[src/rtl/hamming_uart_rx.sv]
// hamming_uart_rx
//   UART receiver carrying a SECDED Hamming-coded payload.
//   Frame: start(0), DATA_WIDTH+5 code bits LSB-first, stop(1).
//   Code bit i is Hamming position i+1. Parity sits at positions 1,2,4,8 and
//   data fills the other positions in ascending order. The last code bit is the
//   overall even parity.
//
// Ports
//   clk_50M           : clock
//   rst_n             : asynchronous active-low reset
//   rx                : serial line (asynchronous, idle high)
//   rx_data           : decoded payload, held until the handshake
//   rx_valid          : rx_data and the err_* flags are valid
//   rx_ready          : consumer accepts the word while rx_valid=1
//   err_corrected     : a single-bit error was corrected (qualified by rx_valid)
//   err_uncorrectable : a double error was detected, so rx_data is raw (qualified by rx_valid)
//   err_frame         : one-cycle pulse when the stop bit is sampled low
//   overrun           : one-cycle pulse when a completed frame is dropped
module hamming_uart_rx #(
    parameter int CYCLES_PER_BIT = 434,
    parameter int DATA_WIDTH     = 8
) (
    input  logic                  clk_50M,
    input  logic                  rst_n,
    input  logic                  rx,
    output logic [DATA_WIDTH-1:0] rx_data,
    output logic                  rx_valid,
    input  logic                  rx_ready,
    output logic                  err_corrected,
    output logic                  err_uncorrectable,
    output logic                  err_frame,
    output logic                  overrun
);
    localparam int N  = DATA_WIDTH + 5;
    localparam int CW = $clog2(CYCLES_PER_BIT + 1);
    localparam int IW = $clog2(N);
    localparam logic [CW-1:0] MID  = CW'((CYCLES_PER_BIT - 1) / 2);
    localparam logic [CW-1:0] LAST = CW'(CYCLES_PER_BIT - 1);
    localparam logic [N-1:0]  ONE  = N'(1);

    // Hamming position that carries data bit j (skip the powers of two).
    function automatic int data_pos(input int j);
        int r;
        int k;
        r = 0;
        k = 0;
        for (int pos = 3; pos < 16; pos++) begin
            if ((pos & (pos - 1)) != 0) begin
                if (k == j) r = pos;
                k++;
            end
        end
        return r;
    endfunction

    typedef enum logic [2:0] {IDLE, START, DATA, STOP, DECODE, WAIT_HIGH} state_t;

    state_t          state, state_nxt;
    logic [CW-1:0]   cnt, cnt_nxt;
    logic [IW-1:0]   idx, idx_nxt;
    logic [N-1:0]    code;
    logic            rx_m, rx_s;
    logic            shift_en, frame_bad, dec_en;

    // Two-flop synchroniser. It resets to idle-high so that reset is never seen as a start bit.
    always_ff @(posedge clk_50M or negedge rst_n) begin
        if (!rst_n) begin
            rx_m <= 1'b1;
            rx_s <= 1'b1;
        end else begin
            rx_m <= rx;
            rx_s <= rx_m;
        end
    end

    always_ff @(posedge clk_50M or negedge rst_n) begin
        if (!rst_n) begin
            state <= IDLE;
            cnt   <= '0;
            idx   <= '0;
            code  <= '0;
        end else begin
            state <= state_nxt;
            cnt   <= cnt_nxt;
            idx   <= idx_nxt;
            // LSB-first: after N shifts the first received bit lands in code[0].
            if (shift_en) code <= {rx_s, code[N-1:1]};
        end
    end

    always_comb begin
        state_nxt = state;
        cnt_nxt   = cnt;
        idx_nxt   = idx;
        shift_en  = 1'b0;
        frame_bad = 1'b0;
        dec_en    = 1'b0;
        case (state)
            IDLE: begin
                cnt_nxt = '0;
                idx_nxt = '0;
                if (!rx_s) state_nxt = START;
            end
            START: begin
                // Re-check at mid start bit. Counting from 0 in DATA then samples mid-bit.
                if (cnt == MID) begin
                    cnt_nxt   = '0;
                    state_nxt = rx_s ? IDLE : DATA;
                end else begin
                    cnt_nxt = cnt + 1'b1;
                end
            end
            DATA: begin
                if (cnt == LAST) begin
                    cnt_nxt  = '0;
                    shift_en = 1'b1;
                    if (idx == IW'(N - 1)) state_nxt = STOP;
                    else                   idx_nxt   = idx + 1'b1;
                end else begin
                    cnt_nxt = cnt + 1'b1;
                end
            end
            STOP: begin
                if (cnt == LAST) begin
                    cnt_nxt = '0;
                    if (rx_s) begin
                        state_nxt = DECODE;
                    end else begin
                        frame_bad = 1'b1;
                        state_nxt = WAIT_HIGH;
                    end
                end else begin
                    cnt_nxt = cnt + 1'b1;
                end
            end
            DECODE: begin
                dec_en    = 1'b1;
                state_nxt = IDLE;
            end
            WAIT_HIGH: if (rx_s) state_nxt = IDLE;
            default:   state_nxt = IDLE;
        endcase
    end

    // SECDED decode of the captured code word.
    logic [3:0]            syn;
    logic                  par;
    logic [N-1:0]          fixed;
    logic                  corr, unc;
    logic [DATA_WIDTH-1:0] dec_data;

    always_comb begin
        syn = '0;
        for (int i = 0; i < N - 1; i++) begin
            if (code[i]) syn = syn ^ 4'(i + 1);
        end
        par   = ^code;
        fixed = code;
        corr  = 1'b0;
        unc   = 1'b0;
        if (syn == 4'd0) begin
            corr = par;                             // error in the overall parity bit only
        end else if (par && (int'(syn) <= N - 1)) begin
            fixed = code ^ (ONE << (syn - 4'd1));   // flip position syn
            corr  = 1'b1;
        end else begin
            unc = 1'b1;                             // even error count, or syndrome off the end
        end
    end

    for (genvar j = 0; j < DATA_WIDTH; j++) begin : g_dat
        localparam int P = data_pos(j);
        assign dec_data[j] = fixed[P-1];
    end

    // Single-entry output slot. A handshake in the DECODE cycle frees the slot.
    always_ff @(posedge clk_50M or negedge rst_n) begin
        if (!rst_n) begin
            rx_data           <= '0;
            rx_valid          <= 1'b0;
            err_corrected     <= 1'b0;
            err_uncorrectable <= 1'b0;
            err_frame         <= 1'b0;
            overrun           <= 1'b0;
        end else begin
            err_frame <= frame_bad;
            overrun   <= 1'b0;
            if (rx_valid && rx_ready) rx_valid <= 1'b0;
            if (dec_en) begin
                if (!rx_valid || rx_ready) begin
                    rx_valid          <= 1'b1;
                    rx_data           <= dec_data;
                    err_corrected     <= corr;
                    err_uncorrectable <= unc;
                end else begin
                    overrun <= 1'b1;
                end
            end
        end
    end
endmodule
[config.mk]
export PLATFORM = sky130hd
export DESIGN_NAME = hamming_uart_rx
export DESIGN_NICKNAME = d
export VERILOG_FILES = /design/src/rtl/hamming_uart_rx.sv
export SDC_FILE = /design/constraint.sdc
export NUM_CORES = 1
export LEC_CHECK = 0
export BUFFER_PORTS_ARGS = -buffer_cell sky130_fd_sc_hd__buf_4
export CORE_ASPECT_RATIO = 0.6
export CORE_MARGIN = 4
export CORE_UTILIZATION = 40
export DETAILED_ROUTE_END_ITERATION = 8
export HOLD_SLACK_MARGIN = 0.12
export PLACE_DENSITY = 0.55
export REMOVE_ABC_BUFFERS = 1
export SLEW_MARGIN = 20
export SYNTH_ARGS = -nofsm -noshare
export SYNTH_HDL_FRONTEND = slang
export SYNTH_SLANG_ARGS = --single-unit
[constraint.sdc]
create_clock -name clk_50M -period 5.6 [get_ports clk_50M]
set_input_delay 0.56 -clock clk_50M [delete_from_list [all_inputs] [get_ports clk_50M]]
set_output_delay 0.56 -clock clk_50M [all_outputs]
set_load 0.01 [all_outputs]
After elaboration in Yosys (flattened, before gate mapping)
Index checks and enable logic that the tools add are counted.
{ "word_totals": {"register_bits": 44, "input_bits": 4, "out_inout_bits": 13, "wordCells": 101} }
{ "op_classes": {"reduce_logical": 13, "eq_ne": 15, "n_addsub": 3, "bitwise_logic": 12, "muxes": 44, "n_lt_le_gt_ge": 1, "shifts": 1} }
{ "ops": {"columns": ["operator", "n"], "rows": [
  ["$mux W3", 10],
  ["$mux W4", 7],
  ["$pmux W9 S3", 1],
  ["$mux W12", 2],
  ["$mux W9", 2],
  ["$mux W1", 17],
  ["$pmux W3 S5", 1],
  ["$ne A2 B2 Y1 const B", 7],
  ["$reduce_xor A13 Y1", 1],
  ["$not A2 Y2", 6],
  ["$shl A1 B4 Y12 const A", 1],
  ["$xor A12 B12 Y12", 1],
  ["$add A9 B1 Y9 const B", 1],
  ["$eq A9 B8 Y1 const B", 1],
  ["$eq A9 B9 Y1 const B", 1],
  ["$pmux W4 S2", 1],
  ["$eq A3 B2 Y1 const B", 2],
  ["$eq A3 B3 Y1 const B", 2],
  ["$mux W2", 3],
  ["$not A3 Y3", 2],
  ["$reduce_and A6 Y1", 1],
  ["$add A4 B1 Y4 const B", 1],
  ["$eq A4 B4 Y1 const B", 1],
  ["$le A4 B4 Y1 const B", 1],
  ["13 further kinds", 16]
]} }

Logic depth before layout (Yosys ltp)
{ "depth": {"ltp_word": 25, "mapped_depth": 9, "depth_no_buf": 8} }

Least setup slack after synthesis
OpenSTA, ideal clock, no wires.
{ "synth_path": {"kind": "register to register", "from": "register cnt[0]", "to": "register state[0]", "slack_ns": 3.556, "stages_incl_launch_ff": 10, "t_required_ns": 5.524, "arrival_time_ns": 1.968, "path_buffers": 1, "synth_period_minus_slack_ns": 2.044, "setup_time_ns": 0.076, "path_cell_list": "dfrtp_1 > inv_1 > ha_1 > or4b_1 > o311ai_1 > a21boi_2 > buf_4 > nand2_1 > o22a_1 > o21ai_1"} }
{ "synth_between": {"elab_chain_cells": 3, "word_cells_on_any_way": 6, "classes_between": "eq/ne (5); reduce/logical (1)"} }
{ "synth_lines": {"columns": ["item", "line_no", "source"], "rows": [
  ["start: declaration", "59", "logic [CW-1:0] cnt, cnt_nxt;"],
  ["start signal: assignment", "84", "cnt <= cnt_nxt;"],
  ["$eq A9 B9 Y1 / $eq A9 B8 Y1 (equally long branches)", "114, 124, 106", null],
  ["$ne A2 B2 Y1 (no line)", null, null],
  ["$reduce_and A6 Y1 (no line) *", null, null],
  ["end signal: assignment", "83", "state <= state_nxt;"],
  ["end: declaration", "58", "state_t state, state_nxt;"]
]} }
Every way passes the cells marked *; elsewhere a longest branch is shown, timed or not.
A chain may end at the register's enable or synchronous reset.

Worst setup path after layout
{ "layout_path": {"from": "register cnt[0]", "to": "register cnt[8]"} }
{ "layout_between": {"elab_chain_cells": 3, "word_cells_on_any_way": 6, "classes_between": "add/sub (1); eq/ne (2); mux (3)"} }
{ "layout_lines": {"columns": ["item", "line_no", "source"], "rows": [
  ["$add A9 B1 Y9, or another cell as far along", "110, 120, 133", null],
  ["$mux W9 (on tied branches)", "114, 124, 106", null],
  ["$pmux W9 S3 *", "98", "case (state)"]
]} }
Marks and branches as above.

==> impl_summary.md <==
Status
The run finished with clean final reports.

STA
The final count of pins violating max slew is 0. The worst path in the final design needs a cycle of 2430 ps, including I/O delays and setup. The final setup TNS is 0 ps.

The final worst slack is 3170 ps. Setup violations remaining at the end of the flow were counted as 0. The hold violation count in the final report is 0.

The maximum achievable frequency is about 0.41 GHz. The worst clock skew is roughly 8.5 ps. The headroom to the max-slew limit is 0.304.

For the pin with the worst max-slew slack, the measured transition is 1040 ps. Setup repair after global routing left no endpoint under its margin. In the finished design, the share of the clock period the worst path needs comes to 0.434.

Setup path
STA classifies the critical path endpoint as a flip-flop. The slack of the worst reg-to-reg path is 3170 ps. The count of buffering cells on the critical path with inverters included is 1.

For the worst setup path, the data required time is just under 6000 ps. The critical path goes through inv_1 -> ha_1 -> or4b_1 -> o311ai_1 -> a21boi_2 -> nor2_1 -> a31oi_1 -> a31oi_1. In this run the worst setup path begins at cnt[0]. The depth of the worst register-to-register path is 8. The data arrival time of the worst path is 2600 ps.

The slowest cell on the critical path is sky130_fd_sc_hd__a21boi_2. In this run the critical register-to-register path is launched from cnt[0]. The biggest fanout along the worst timing path is 11. The kind of cell with the highest combined delay along the critical path is compound AO/OA/AOI/OAI gates. The worst setup path is launched from a flip-flop. The type of the worst setup path is reg2reg. The largest single stage delay on the critical path is 520 ps. The capture instance of the worst register-to-register path is cnt[8]. In this design, the critical path's most frequently occurring cell is sky130_fd_sc_hd__a31oi_1.

Place
The pre-CTS worst setup slack is 3180 ps. The HPWL after detailed placement is between 3000 and 4000 um. The global placer's final weighted congestion is 0.861.

In this run the tool buffered the top-level ports with 16 buffer cells. In this run, placement finished with an instance count of between 300 and 400. The placed instance area is approximately 0.0027 mm^2.

Yosys
The dominant synthesized flop cell is sky130_fd_sc_hd__dfrtp_1. The cell count after synthesis came out at about 250. The number of unique standard cell types used by synthesis is ~50.

The share of the synthesized area in compound gates (AO/OA/AOI/OAI) is 0.105. After synthesis, the share of cell area in mux cells is 0.0615. The basic-gate share of the synthesized area counting and, or, nand and nor cells is 0.161. The async set-reset flop share out of synthesis is 1.00.

Synthesis inferred 44 register bits. After synthesis the cells add up to 0.00256 mm^2. By area the synthesized netlist is led by sky130_fd_sc_hd__dfrtp_1, sky130_fd_sc_hd__mux2_2, sky130_fd_sc_hd__xnor2_1. The arithmetic-cell share of the synthesized area counting full adders, half adders and majority gates is 0.0244. The largest family of logic cells by synthesized area is XOR/XNOR gates. For this run, the number of Yosys warnings is 0. The number of enable flip-flop cells after synthesis is 0.

The mean instance size in the synthesized netlist is 10.5 um^2. The share of synthesized area in the top cell type comes to 0.410. The share of the Yosys chip area taken by registers is 0.430.

The largest total area in the synthesized netlist belongs to sky130_fd_sc_hd__dfrtp_1. Of the total synthesized cell area, the portion taken by XOR and XNOR cells is 0.175.

Cells and area
The finished cells cover roughly 0.0028 mm^2. Leaving out fill and tap cells, the most frequent cells in the layout are sky130_fd_sc_hd__dfrtp_1, sky130_fd_sc_hd__nand2_1, sky130_fd_sc_hd__o21ai_0, sky130_fd_sc_hd__nor2_1, sky130_fd_sc_hd__buf_4. The number of nets in the finished design is 264. The repair_antennas step left the layout with diodes totalling 0. The finished layout holds 340 standard cells, fillers aside. Relative to the synthesized area, the layout overhead comes to 8.83%. Of the cells placed in the final design, the portion with a size suffix greater than 1 is 0.203.

The library cell used most frequently in the layout, excluding fill and tap cells, is sky130_fd_sc_hd__dfrtp_1. Measured on the finished design, the core utilization comes to 0.453.

Clocking
The number of post-CTS setup repair buffers is 0. Clock tree synthesis found a total of between 40 and 50 sinks. The tree is rooted in a sky130_fd_sc_hd__clkbuf_8. After clock tree synthesis, the clock-pin slew on the worst setup and hold paths is 80 ps. The H-tree generated during clock tree synthesis spans 2 levels. The latest clock arrival within the worst-skew pair is 290 ps. In this run the deepest clock path goes through 2 buffers. Buffers inserted during clock tree synthesis total 5.

The number of gates resized after CTS is 0. The CTS tree is yes. The quantity of hold-fixing buffers added after cts is 0.

Power and ir drop
Summed over all cells, the static leakage comes to 1.20 nW. The highest ir drop seen on vdd is 0.000101 V. The total power density per cell area is about 190 mW/mm^2.

Global route
The total track usage is 0.130. The aggregate global routing overflow is 0. The wire length of the first global-routing pass is about 8300 um. The via count of the first global-routing pass came to between 1,500 and 2,000.

The initial antenna violation count is 0. The largest net degree at the start of global routing is 45.

Detailed routing
The routed wire length is 4730 um. In the routed layout, each cell is associated on average with a via count of 5.10. The detail route stage leaves a number of antenna-violating nets equal to 0. The first routing iteration left 87 violations. The per-cell routed wire length is roughly 14 um. After detailed routing, the number of remaining DRC violations is 0. The iteration count of the initial detailed-routing pass is 4. The vias after detailed routing is 1,735.

Floorplanning
The horizontal die dimension is about 110 um. The area inside the core boundary is a little over 0.006 mm^2. The number of ports placed on the die boundary is 17.

The die height is 70.0 um. Row generation in the floorplan step produced 22 rows. The initial utilization of the core area, before any placement, comes to 0.416.

The die area is 0.00780 mm^2.

Worst hold path
The min-delay analysis places its worst path in the category in2async.

Flow run
The tool flagged a number of max-cap violations equal to 0.
==> final cells by class <==
class                      instances  area [um^2]
clock buffer                       8         80.1
fill                             625         3370
inverter                           7         26.3
multi-input combinational        181         1360
sequential                        44         1100
tap                               84          105
timing repair buffer              16          120
==> report_power, final <==
group          switching (mW)  leakage, nW  internal (mW)
clock                   0.101       0.0395         0.0887
combinational         0.00609        0.563        0.00163
sequential           0.000792        0.593          0.319
==> through the flow <==
stage / hold slack, ps / power, mW
3_3_place_gp: 347 / 0.334
4_1_cts: 274 / 0.530
2_1_floorplan: 264 / 0.326
3_5_place_dp: 348 / 0.334
5_1_grt: 288 / 0.544
6_report: 251 / 0.517
==> worst max-delay path by stage <==
stage | endpoint | slack (ps) | depth (start not counted)
finish | cnt[8] | 3170 | 8
floorplan | code[0] | 3340 | 3
global placement | cnt[8] | 3180 | 8
CTS | cnt[8] | 3150 | 8
detailed placement | cnt[8] | 3180 | 8
global route | cnt[8] | 2960 | 8
==> per-layer routing <==
layer  part of all wire  GRT usage  routed length, um  vias to the layer above
met5                  0          0                  0                        -
met2               0.35      0.163               1660                       30
met1               0.60      0.209               2820                      827
met4              0.011     0.0364                 51                        0
met3              0.041     0.0372                195                        6
li1                   -          -                  -                      872
==> sequential cells by signal, summed over array words and instances, names as in the netlist <==
name / flops
code: 13
cnt: 9
rx_data: 8
idx: 4
state: 3
err_corrected: 1
err_frame: 1
err_uncorrectable: 1
overrun: 1
rx_m: 1
rx_s: 1
rx_valid: 1
==> kinds of logic after synthesis <==
family                   count (synthesis)
multiplexers                            14
adder cells (fa/ha/maj)                  5
buffers and inverters                   20
XOR/XNOR                                32
flip-flops                              44
AND/OR/NAND/NOR                         84
AO/OA/AOI/OAI                           46
==> worst register-to-register path: stages (launching register included) <==
cell                       delay (ps)
sky130_fd_sc_hd__dfrtp_1          410
sky130_fd_sc_hd__inv_1            110
sky130_fd_sc_hd__ha_1             150
sky130_fd_sc_hd__or4b_1           430
sky130_fd_sc_hd__o311ai_1         320
sky130_fd_sc_hd__a21boi_2         520
sky130_fd_sc_hd__nor2_1           130
sky130_fd_sc_hd__a31oi_1          190
sky130_fd_sc_hd__a31oi_1           60
==> cell usage after synthesis, types with 5 or more instances <==
library cell,instances
sky130_fd_sc_hd__mux2_2,14
sky130_fd_sc_hd__ha_1,5
sky130_fd_sc_hd__o21ai_0,21
sky130_fd_sc_hd__clkbuf_1,5
sky130_fd_sc_hd__xor2_1,8
sky130_fd_sc_hd__a21oi_1,5
sky130_fd_sc_hd__inv_1,7
sky130_fd_sc_hd__nand2_1,26
sky130_fd_sc_hd__nor2_1,20
sky130_fd_sc_hd__nor3_1,8
sky130_fd_sc_hd__nand3_1,9
sky130_fd_sc_hd__o21ai_1,7
sky130_fd_sc_hd__dfrtp_1,42
sky130_fd_sc_hd__xnor2_1,13
(Power assumes the default switching activity.)
